`config.mk`:
```
export PLATFORM = sky130hd
export DESIGN_NAME = opl2_reg_wr_sched
export DESIGN_NICKNAME = d
export VERILOG_FILES = /design/src/rtl/opl2_pkg.sv /design/src/rtl/reg_wr_fifo.sv /design/src/rtl/opl2_reg_wr_sched.sv
export SDC_FILE = /design/constraint.sdc
export NUM_CORES = 1
export LEC_CHECK = 0
export ABC_AREA = 1
export CAP_MARGIN = 10
export CORE_MARGIN = 8
export CORE_UTILIZATION = 56
export CTS_CLUSTER_SIZE = 25
export DETAILED_ROUTE_END_ITERATION = 8
export PLACE_DENSITY = 0.87
export SYNTH_ARGS = -nofsm -noshare
export SYNTH_HDL_FRONTEND = slang
export SYNTH_SLANG_ARGS = --single-unit
```
`constraint.sdc`:
```
create_clock -name clk -period 2.3 [get_ports clk]
set_input_delay 0.46 -clock clk [delete_from_list [all_inputs] [get_ports clk]]
set_output_delay 0.46 -clock clk [all_outputs]
set_load 0.03 [all_outputs]
```
`src/rtl/opl2_pkg.sv`:
```
// rtl/opl2_pkg.sv - shared OPL2 types and constants
//
// Contents:
//   REG_WR_GAP_CYCLES    default minimum clk cycles between register write pulses
//   opl2_reg_wr_t        register write beat {valid, address, data}
//   reg_wr_sched_state_t register write scheduler states
package opl2_pkg;

    localparam int REG_WR_GAP_CYCLES = 4;

    typedef struct packed {
        logic       valid;
        logic [7:0] address;
        logic [7:0] data;
    } opl2_reg_wr_t;

    typedef enum logic [1:0] {
        IDLE  = 2'd0,
        ISSUE = 2'd1,
        GAP   = 2'd2
    } reg_wr_sched_state_t;

endpackage

```
`src/rtl/reg_wr_fifo.sv`:
```
// rtl/reg_wr_fifo.sv - synchronous FIFO for queued host register writes
//
// Ports:
//   clk, reset   clock, synchronous active-high reset (flushes contents)
//   push, din    write din when push is high and the FIFO is not full
//   pop          drop the head entry when pop is high and the FIFO is not empty
//   head         current head entry, valid whenever empty is low
//   full, empty  occupancy flags, based on the current (pre-push/pop) count
module reg_wr_fifo #(
    parameter int WIDTH = 16,
    parameter int DEPTH = 4
) (
    input  logic             clk,
    input  logic             reset,
    input  logic             push,
    input  logic [WIDTH-1:0] din,
    input  logic             pop,
    output logic [WIDTH-1:0] head,
    output logic             full,
    output logic             empty
);

    localparam int AW = (DEPTH > 1) ? $clog2(DEPTH) : 1;
    localparam int CW = AW + 1;

    logic [WIDTH-1:0] mem [DEPTH];
    logic [AW-1:0]    wr_ptr;
    logic [AW-1:0]    rd_ptr;
    logic [CW-1:0]    count;
    logic             do_push;
    logic             do_pop;

    assign full    = (count == CW'(DEPTH));
    assign empty   = (count == '0);
    assign do_push = push && !full;
    assign do_pop  = pop && !empty;

    // Head is taken straight from the storage registers, so a pop can
    // consume it in the same cycle it is requested.
    assign head = mem[rd_ptr];

    always_ff @(posedge clk) begin
        if (do_push) begin
            mem[wr_ptr] <= din;
        end
    end

    always_ff @(posedge clk) begin
        if (reset) begin
            wr_ptr <= '0;
            rd_ptr <= '0;
            count  <= '0;
        end else begin
            if (do_push) begin
                wr_ptr <= wr_ptr + AW'(1);
            end
            if (do_pop) begin
                rd_ptr <= rd_ptr + AW'(1);
            end
            case ({do_push, do_pop})
                2'b10:   count <= count + CW'(1);
                2'b01:   count <= count - CW'(1);
                default: count <= count;
            endcase
        end
    end

endmodule

```
`src/rtl/opl2_reg_wr_sched.sv`:
```
// rtl/opl2_reg_wr_sched.sv - merges host port and aux writes into one spaced opl2_reg_wr stream
//
// Ports:
//   clk, reset     clock, synchronous active-high reset
//   host_wr        single-cycle host write strobe
//   host_a0        0 = address write, 1 = data write
//   host_din       host write data
//   host_busy      host queue full
//   host_overflow  sticky: a host data write was dropped (cleared by reset only)
//   aux_valid      aux request, payload aux_address/aux_data held until aux_ready
//   aux_ready      aux request accepted this cycle
//   opl2_reg_wr    merged write stream; valid is a one-cycle pulse
module opl2_reg_wr_sched
    import opl2_pkg::*;
#(
    parameter int WR_GAP_CYCLES   = REG_WR_GAP_CYCLES,
    parameter int HOST_FIFO_DEPTH = 4
) (
    input  logic         clk,
    input  logic         reset,
    input  logic         host_wr,
    input  logic         host_a0,
    input  logic [7:0]   host_din,
    output logic         host_busy,
    output logic         host_overflow,
    input  logic         aux_valid,
    input  logic [7:0]   aux_address,
    input  logic [7:0]   aux_data,
    output logic         aux_ready,
    output opl2_reg_wr_t opl2_reg_wr
);

    localparam int             GW       = $clog2(WR_GAP_CYCLES);
    localparam logic [GW-1:0]  GAP_LOAD = GW'(WR_GAP_CYCLES - 2);

    reg_wr_sched_state_t state;
    reg_wr_sched_state_t state_next;

    logic [GW-1:0] gap_cnt;
    logic [7:0]    host_addr;
    logic          last_grant_host;
    logic          grant_host;
    logic          grant_aux;
    logic          host_push;
    logic          fifo_full;
    logic          fifo_empty;
    logic [15:0]   fifo_head;
    opl2_reg_wr_t  out_reg;

    assign host_push = host_wr && host_a0;

    reg_wr_fifo #(
        .WIDTH (16),
        .DEPTH (HOST_FIFO_DEPTH)
    ) u_host_fifo (
        .clk   (clk),
        .reset (reset),
        .push  (host_push),
        .din   ({host_addr, host_din}),
        .pop   (grant_host),
        .head  (fifo_head),
        .full  (fifo_full),
        .empty (fifo_empty)
    );

    assign host_busy   = fifo_full;
    assign aux_ready   = grant_aux;
    assign opl2_reg_wr = out_reg;

    // Arbitration and next state. Grants are gated by reset so aux_ready
    // stays low and nothing is popped while reset is held.
    always_comb begin
        state_next = state;
        grant_host = 1'b0;
        grant_aux  = 1'b0;
        case (state)
            IDLE: begin
                if (!reset) begin
                    if (!fifo_empty && aux_valid) begin
                        grant_host = !last_grant_host;
                        grant_aux  = last_grant_host;
                    end else begin
                        grant_host = !fifo_empty;
                        grant_aux  = aux_valid;
                    end
                end
                if (grant_host || grant_aux) begin
                    state_next = ISSUE;
                end
            end
            ISSUE: begin
                state_next = GAP;
            end
            GAP: begin
                // Exits after max(WR_GAP_CYCLES-2, 1) cycles in GAP.
                if (gap_cnt <= GW'(1)) begin
                    state_next = IDLE;
                end
            end
            default: begin
                state_next = IDLE;
            end
        endcase
    end

    always_ff @(posedge clk) begin
        if (reset) begin
            state           <= IDLE;
            gap_cnt         <= '0;
            host_addr       <= '0;
            host_overflow   <= 1'b0;
            last_grant_host <= 1'b0;
            out_reg         <= '0;
        end else begin
            state <= state_next;

            if (host_wr && !host_a0) begin
                host_addr <= host_din;
            end

            // Full is judged before any same-cycle pop.
            if (host_push && fifo_full) begin
                host_overflow <= 1'b1;
            end

            // valid is registered off the grant, so it is high exactly
            // during ISSUE; address/data hold between pulses.
            out_reg.valid <= grant_host || grant_aux;
            if (grant_host) begin
                out_reg.address <= fifo_head[15:8];
                out_reg.data    <= fifo_head[7:0];
            end else if (grant_aux) begin
                out_reg.address <= aux_address;
                out_reg.data    <= aux_data;
            end

            if (grant_host || grant_aux) begin
                last_grant_host <= grant_host;
            end

            if (state == ISSUE) begin
                gap_cnt <= GAP_LOAD;
            end else if (state == GAP && gap_cnt != '0) begin
                gap_cnt <= gap_cnt - GW'(1);
            end
        end
    end

endmodule

```
; After elaboration in Yosys (flattened, before gate mapping)
; Memory sizes are Yosys's and may differ from the RTL's. A register that Yosys moved wholly into a read port is not among the register bits.
; Cells that the tools add are included.
[word_totals]
reg_bits = 38
latch_bits = 0
ram_bits = 64
romBits = 0
input_bits = 29
output_inout_bits = 20
wordCells = 67
mem_count = 1
[op_classes]
addsub = 5
mul = 0
div = 0
magnitude_cmp = 1
eq_ne = 7
n_shift = 0
muxes = 20
bitwise = 0
n_reduce_logical = 21
[memory_table]
columns = name, depth, word_bits, read_ports, rd_ports_with_merged_regs, write_ports, line_no
row1 = u_host_fifo.mem, 4, 16, 1, 1, 1, reg_wr_fifo.sv:26  ; logic [WIDTH-1:0] mem [DEPTH];
[ops]
columns = op, n
row1 = $mux 16, 2
row2 = $mux 2, 6
row3 = $mux 1, 10
row4 = $reduce_bool 2->1, 4
row5 = $logic_and 1x1->1, 7
row6 = $pmux 2 s3, 1
row7 = $pmux 3 s2, 1
row8 = $add 2x1->2 const B, 2
row9 = $eq 2x1->1 const B, 2
row10 = $eq 2x2->1 const B, 2
row11 = $logic_not 1->1, 4
row12 = $ne 2x2->1 const B, 2
row13 = $add 3x1->3 const B, 1
row14 = $eq 3x3->1 const B, 1
row15 = $logic_not 3->1, 1
row16 = $sub 3x1->3 const B, 1
row17 = $le 2x1->1 const B, 1
row18 = $logic_not 2->1, 1
row19 = $logic_or 1x1->1, 2
row20 = $reduce_and 2->1, 1
row21 = $reduce_or 2->1, 1
row22 = $sub 2x1->2 const B, 1

; Logic depth before layout (Yosys ltp)
; Gate-level depths: netlist (run 1).
[depth]
word_depth = 10
mapped_depth = 12
depth_no_buf = 11

; Modules after synthesis
; A second synthesis (run 1) with hierarchy kept.
[unflattened]
hier_cells = 445
hier_area_um2 = 4461.8
[modules_own_cells]
columns = module, n_inst, cells_each, area_each_um2, seq_area_each_um2
row1 = reg_wr_fifo, 1, 224, 2849.0, 2102.0
row2 = opl2_reg_wr_sched, 1, 221, 1612.8, 620.6

; Worst setup path before layout (run 1)
; Ideal clock, no wire load.
[synth_timing]
path_type = input to register
from = input port aux_valid
to = register u_host_fifo.count[2]
setup_time_ns = 0.122
t_arrival_ns = 1.941
t_required_ns = 2.178
slack_ns = 0.237
path_stages = 11
path_buffers = 1
cell_sequence = nand2_1 > nand2_1 > nor2_4 > buf_6 > ha_1 > inv_1 > fa_1 > a21oi_1 > o21ai_0 > o21ai_0 > a21oi_1
[synth_between]
elab_chain_len = 8
elab_cells_between_ends = 10
classes_between = 2 x eq/ne / 5 x mux / 3 x reduce/logical
[synth_rtl]
columns = item, line_no
row1 = from (decl), opl2_reg_wr_sched.sv:26  ; input logic aux_valid,
row2 = $logic_and 1x1->1 (*), opl2_reg_wr_sched.sv:79  ; if (!fifo_empty && aux_valid) begin
row3 = $mux 1 (*), opl2_reg_wr_sched.sv:79
row4 = $mux 1 (*), opl2_reg_wr_sched.sv:78  ; if (!reset) begin
row5 = $mux 1 (*) (2 in a row), opl2_reg_wr_sched.sv:76  ; case (state)
row6 = $logic_and 1x1->1 (*), reg_wr_fifo.sv:36  ; assign do_pop = pop && !empty;
row7 = net u_host_fifo.do_pop, reg_wr_fifo.sv:31  ; logic do_pop;
row8 = $eq 2x1->1 or $eq 2x2->1 (tied branches), reg_wr_fifo.sv:60  ; case ({do_push, do_pop})
row9 = $pmux 3 s2 or $reduce_bool 2->1 (tied branches), -
row10 = to (signal assigned), reg_wr_fifo.sv:61  ; 2'b10: count <= count + CW'(1);
row11 = to (signal assigned), reg_wr_fifo.sv:62  ; 2'b01: count <= count - CW'(1);
row12 = to (signal assigned), reg_wr_fifo.sv:63  ; default: count <= count;
row13 = to (decl), reg_wr_fifo.sv:29  ; logic [CW-1:0] count;
; The timed path passes the listed nets; every way through them passes the cells marked *. The select of a mux whose other input is x is not followed.
; A chain may end at the register's enable or synchronous reset.

; Worst setup path after layout (run 1)
[layout_timing]
from = register u_host_fifo.count[0]
to = output port host_busy
[layout_between]
elab_chain_len = 1
[layout_rtl]
columns = item, line_no
row1 = $eq 3x3->1, reg_wr_fifo.sv:33  ; assign full = (count == CW'(DEPTH));
row2 = to (decl), opl2_reg_wr_sched.sv:24  ; output logic host_busy,
; Every way passes these cells.

==> flow_summary.yaml, run 1 <==
clock_network:
  numCtsBuffers: 9
  cell_at_the_root_of_the_clock_tree: "clkbuf_8"
  cts.sink_count: 104
  clk_pin_slew_worst_paths_ns: 0.10
  postCtsSetupBuffers: 0
  cts_max_level: 3
  clk_latency_ns: 0.37
  cts_tree: "yes"
  post_cts_hold_buffer_count: 0
  cts.repair.resized: 0
  clock_path_buffers: 2
critical_path:
  reg2reg_slack_ns: 0.22
  r2r-start: "u_host_fifo.count[0]$_SDFFE_PP0P_"
  worst_setup_path_end_kind: "output pin"
  cpPeakStageDelay_ns: 0.67
  crit_path_max_fanout: 3
  worst_r2r_endpoint: "u_host_fifo.count[2]$_SDFFE_PP0P_"
  critical_path.slowest_cell: "clkdlybuf4s50_1"
  type_of_the_setup_path_with_the_least_slack: "reg2out"
  critical-path-top-delay-family: "buffers and inverters"
  required_ns: 1.84
  worstPathBufferInverterCount: 3
  critPathLaunch: "u_host_fifo.count[0]$_SDFFE_PP0P_"
  worstSetupStartpointType: "register"
  r2r_cells: 11
  crit_arrival_ns: 1.71
  path_cells: "inv_2, nand3_1, inv_1, clkdlybuf4s50_1"
timing:
  timing.max_slew.rel_slack_pct: 60.5
  achievable-frequency_ghz: 0.461
  worstMarginPinSlew_ns: 0.592
  final.setup_skew_ns: 0.0119
  hold_viol: 0
  fin_tns_setup_ns: 0
  rsz0062_at_grt: "false"
  finalCritPeriodShare_pct: 94.3
  number_of_max_slew_violations_in_the_final_report: 0
  layout_min_cycle_time_ns: 2.17
  setup_viol: 0
layout:
  nets: 608
  antenna_cells: 0
  final_util_pct: 67.3
  synthToLayoutAreaGrowth_pct: 18.9
  sequential_cell_area_um2: 2720
  fillers: 568
  multi_input_area_um2: 1410
  layout_cell_share_with_drive_strength_beyond_1_pct: 7.81
power_and_ir_drop:
  overall_power_w: 0.00540
  power.leakage_nw: 2.49
  power.ir.vdd_worst_mv: 0.361
  pwr_density_cell_nw_per_um2: 1000
min_path:
  holdPathEnd: "host_overflow$_SDFFE_PP0P_"
  holdPathStages: 2
  hp-start: "host_overflow$_SDFFE_PP0P_"
  hold_path_class: "reg2reg"
grt:
  wire_length_of_the_first_global_routing_pass_mm: 15.9
  antenna_violations_before_repair: 0
  grt_pass1_vias: 3429
  maximum_number_of_pins_on_one_net_before_global_route_repair: 34
  grt_usage_pct: 17.6
  grt_remaining_overflow: 0
run_status:
  outcome: "finished clean"
logic_synthesis:
  post_synth_instance_area_um2: 4530
  synth_top_cells_by_area: "edfxtp_1 42%, dfxtp_1 18%, nand2_1 16%, inv_1 6.3%, nand3_1 5.0%"
  net_count_of_the_mapped_netlist: 551
  yosys_warnings: 0
  post_synth_fa_ha_maj_area_fraction_pct: 2.37
  synthesis.area_per_instance_um2: 8.82
  synth_top_family_by_area: "simple AND/OR/NAND/NOR gates"
  multiplexer_area_fraction_after_synthesis_pct: 0
  yosysSeqAreaShare_pct: 60.1
  synth-simple-area-share_pct: 25.3
  share_of_the_synthesized_area_in_the_top_cell_type_pct: 42.4
  synth-compound-area-share_pct: 3.04
  postSynthRegisterBits: 104
  syn_inst: 514
  synth.distinct_cells: 23
  synth_xor_xnor_area_share_pct: 0.387
  netlist.top_cell.by_area: "edfxtp_1"
placement:
  place_hpwl_mm: 6.45
  final_weighted_congestion_of_routability_driven_global_placement: 0.772
  portBuffers: 48
routing:
  detail_route.wl_per_cell_um: 14.2
  via_per_inst: 5.05
  drc: 0
  vias: 3438
  drt_wl_total_mm: 9.65
  antenna_left: 0
  drt-initial-drc-count: 249
  initial_drt_pass_iterations: 5
job:
  max_cap_violations: 0
floorplan:
  initial_utilization_pct: 56.6
  dieArea_um2: 11200
  pin_count: 49
  floorplan.rows: 33
  chip_height_um: 106
  floorplan.die.width_um: 106
  placeableCoreArea_um2: 8010
cells in the mapped netlist:
master and count:
nand3_2 2, xor2_1 2, ha_1 7, nand3_1 45, buf_4 1, buf_2 9, nand2_4 2, fa_1 1
dfxtp_1 40, nand3_4 1, buf_6 2, buf_1 1, nor2_4 2, nand3b_1 1, o211ai_1 1, inv_1 76
edfxtp_1 64, inv_2 6, clkbuf_1 4, nor2_1 27, o21ai_0 15, nand2_1 194, a21oi_1 11
layout by cell type, fill, tap and decap left out:
master	Yosys	layout
a21oi_1	11	11
clkdlybuf4s50_1	0	47
nor2_4	2	2
inv_2	6	6
inv_6	0	2
fa_1	1	1
clkbuf_8	0	9
buf_4	1	15
dfxtp_1	40	40
nand2_4	2	2
inv_1	76	76
ha_1	7	7
clkinvlp_4	0	2
buf_6	2	1
edfxtp_1	64	64
nand3b_1	1	1
nand2_1	194	194
nor2_1	27	27
o21ai_0	15	15
nand3_4	1	1
clkinv_4	0	1
xor2_1	2	2
nand3_2	2	2
nand3_1	45	45
o211ai_1	1	1
bufinv_16	0	2
kinds of logic after synthesis:
kind of cell,after synthesis
buffers and inverters,99
AOI/OAI and AO/OA,27
adders and majority gates,8
and+or+nand+nor,274
xor gates and xnor gates,2
DFF,104
cell type report:
| cell class | instances | area share, % |
|---|---|---|
| clock buffer | 9 | 2.30 |
| tap | 105 | 2.44 |
| sequential | 104 | 50.5 |
| timing repair buffer | 63 | 11.0 |
| inverter | 82 | 5.71 |
| multi-input combinational | 311 | 26.1 |
| clock inverter | 7 | 1.88 |
how the worst max path moves through the flow:
| stage | depth (start not counted) | end |
|---|---|---|
| floorplan | 11 | u_host_fifo.count[2]$_SDFFE_PP0P_ |
| global placement | 11 | u_host_fifo.count[2]$_SDFFE_PP0P_ |
| detailed placement | 11 | u_host_fifo.count[2]$_SDFFE_PP0P_ |
| CTS | 6 | aux_ready |
| global route | 11 | u_host_fifo.count[2]$_SDFFE_PP0P_ |
| finish | 4 | host_busy |
state kept, by name, summed over array words and instances (netlist names), named ones only:
name,count
gap_cnt,2
opl2_reg_wr,17
u_host_fifo.wr_ptr,2
u_host_fifo.count,3
host_overflow,1
last_grant_host,1
host_addr,8
u_host_fifo.rd_ptr,2
state,2
u_host_fifo.mem,64
worst reg2reg max path, stage by stage, from the launching register on:
cell	delay (ns)
dfxtp_1	0.39
inv_2	0.08
nand3_2	0.15
nand2_1	0.11
nor2_4	0.12
ha_1	0.17
inv_1	0.07
fa_1	0.38
a21oi_1	0.15
o21ai_0	0.12
o21ai_0	0.17
a21oi_1	0.07
per-layer routing:
layer	global-route usage (%)	routed length [um]	share of wire (%)	vias to the layer above
li1	-	-	-	1711
met1	19.1	3880	40	1587
met2	31.4	4960	51	114
met3	4.66	582	6.0	26
met4	8.34	228	2.4	0
met5	0	0	0	-
power by group:
part | internal (W) | switching (W) | leakage, nW
sequential | 0.00221 | 0.000122 | 0.920
clock | 0.000622 | 0.000629 | 0.106
combinational | 0.000643 | 0.00118 | 1.46
total | 0.00347 | 0.00193 | 2.49
through the flow:
stage	hold WS [ns]	setup slack (ns)	cells	area, um^2
2_1_floorplan	0.442	0.237	514	4530
3_3_place_gp	0.439	-0.00507	665	5160
3_5_place_dp	0.457	-0.147	665	5160
4_1_cts	0.472	0.0957	681	5390
5_1_grt	0.500	0.0534	681	5390
6_report	0.471	0.131	681	5390
No activity file was read; power rests on OpenSTA's default activity.
==> inputs of run 2 (changes only) <==
==> constraint.sdc (replaced) <==
create_clock -name clk -period 2.05 [get_ports clk]
set_input_delay 0.41 -clock clk [delete_from_list [all_inputs] [get_ports clk]]
set_output_delay 0.41 -clock clk [all_outputs]
set_load 0.03 [all_outputs]
==> run 2 against run 1 <==
Effect of this change: non-clock buffer count grew 10; register-to-register slack got worse by 0.05 ns; wire length is 2.9% higher; die area did not move; power is 12% higher; via count up 2.2%; first-iteration DRC count up 10%; core utilization grew 0.92 points; sequential cell count unchanged; design area grew 1.4%; clock power is 5% higher; clock skew rose by 0.0047 ns; critical path type is now in2out; largest power group unchanged; highest routed layer unchanged.
==> flow_summary.yaml, run 2 (synthesis results as in run 1) <==
layout:
  final_util_pct: 68.2
  nets: 618
  synthToLayoutAreaGrowth_pct: 20.5
  sequential_cell_area_um2: 2720
  layout_common_cells: "194 x nand2_1, 76 x inv_1, 64 x edfxtp_1"
  antenna_cells: 0
  multi_input_area_um2: 1410
  fillers: 581
  largest_register: "u_host_fifo.mem"
  layout_cell_share_with_drive_strength_beyond_1_pct: 9.73
  largest_reg_flops: 64
  mostFrequentLayoutCell: "nand2_1"
  post-route-cell-area_um2: 5460
routing:
  detail_route.wl_per_cell_um: 14.4
  via_per_inst: 5.08
  vias: 3512
  drt-initial-drc-count: 274
  initial_drt_pass_iterations: 6
  antenna_left: 0
  drc: 0
  drt_wl_total_mm: 9.94
placement:
  place_hpwl_mm: 6.87
  portBuffers: 48
  place_area_um2: 5240
  final_weighted_congestion_of_routability_driven_global_placement: 0.802
grt:
  wire_length_of_the_first_global_routing_pass_mm: 16.0
  antenna_violations_before_repair: 0
  maximum_number_of_pins_on_one_net_before_global_route_repair: 34
  grt_pass1_vias: 3420
  grt_remaining_overflow: 0
  grt_usage_pct: 18.0
timing:
  final.setup_skew_ns: 0.0165
  hold_viol: 0
  rsz0062_at_grt: "false"
  fin_tns_setup_ns: 0
  worstMarginPinSlew_ns: 0.586
  achievable-frequency_ghz: 0.505
  timing.hold.ws_ns: 0.468
  number_of_max_slew_violations_in_the_final_report: 0
  layout_min_cycle_time_ns: 1.98
  finalCritPeriodShare_pct: 96.5
  timing.max_slew.rel_slack_pct: 60.9
  setup_viol: 0
clock_network:
  clock_path_buffers: 2
  cts_tree: "yes"
  cts_max_level: 3
  numCtsBuffers: 9
  clk_latency_ns: 0.39
  clk_pin_slew_worst_paths_ns: 0.11
  cell_at_the_root_of_the_clock_tree: "clkbuf_8"
  cts.sink_count: 104
critical_path:
  required_ns: 1.64
  worstSetupStartpointType: "primary input"
  crit_path_max_fanout: 33
  crit_arrival_ns: 1.57
  type_of_the_setup_path_with_the_least_slack: "in2out"
  r2r_cells: 10
  worst_setup_path_end_kind: "output pin"
floorplan:
  initial_utilization_pct: 56.6
  pin_count: 49
  placeableCoreArea_um2: 8010
  floorplan.die.width_um: 106
  chip_height_um: 106
  floorplan.rows: 33
  dieArea_um2: 11200
run_status:
  outcome: "finished clean"
power_and_ir_drop:
  power.ir.vdd_worst_mv: 0.440
  overall_power_w: 0.00604
  power.leakage_nw: 2.55
  pwr_density_cell_nw_per_um2: 1110
min_path:
  holdPathStages: 2
  hold_path_class: "reg2reg"
job:
  max_cap_violations: 0
run 2: worst paths after layout:
kind	startpoint	to	slack, ns
worst max-delay path	reset	aux_ready	0.07
worst max register to register	state[1]$_SDFFE_PP0P_	u_host_fifo.count[2]$_SDFFE_PP0P_	0.17
worst min-delay path	host_overflow$_SDFFE_PP0P_	host_overflow$_SDFFE_PP0P_	0.47
worst min register to register	host_overflow$_SDFFE_PP0P_	host_overflow$_SDFFE_PP0P_	0.47
run 2: final cells by class:
| type | instances | share of cell area (%) |
|---|---|---|
| flip-flops and latches | 104 | 49.8 |
| inverters | 82 | 5.63 |
| well taps | 105 | 2.40 |
| clock buffers | 9 | 2.27 |
| multi-input cells | 311 | 25.9 |
| repair buffers | 73 | 12.4 |
| clock inverters | 7 | 1.58 |
run 2: timing repair:
action / 4_1_cts / 5_1_grt
buffers inserted: 0 / 0
gates resized for setup: 3 / 4
hold endpoints to repair: 0 / 0
hold buffers: 0 / 0
setup endpoints to repair: 2 / 2
run 2: metal layers:
| metal | share of wire, % | routed length [um] | global-route usage [%] |
|---|---|---|---|
| met1 | 40 | 4010 | 19.8 |
| met2 | 50 | 5010 | 30.8 |
| met3 | 5.9 | 590 | 4.48 |
| met4 | 3.4 | 333 | 11.3 |
| met5 | 0 | 0 | 0 |
run 2: power by group:
group,switching [W],leakage [nW],internal (W),total [W]
clock,0.000815,0.105,0.000491,0.00131
sequential,0.000145,0.920,0.00248,0.00262
combinational,0.00134,1.52,0.000773,0.00211
run 2: stage by stage:
stage	worst slack (ns)	cells
final	0.0712	691
after global routing	0.00859	691
after CTS	0.0255	691
after detailed placement	-0.257	675
after global placement	-0.205	675
after floorplan	0.0352	514
run 2: worst max-delay path, cell delays in order:
cell	delay, ns
clkdlybuf4s50_1	0.45
inv_2	0.11
buf_12	0.20
nand3_2	0.12
a21oi_2	0.11
buf_4	0.17
==> inputs of run 3 (changes only) <==
--- a/config.mk
+++ b/config.mk
@@ -6,6 +6,7 @@
 export NUM_CORES = 1
 export LEC_CHECK = 0
 export ABC_AREA = 1
+export ABC_CLOCK_PERIOD_IN_PS = 2050
 export CAP_MARGIN = 10
 export CORE_MARGIN = 8
 export CORE_UTILIZATION = 56
==> results of run 3 <==
The final DEF is identical to that of run 2; final timing and power are the same.
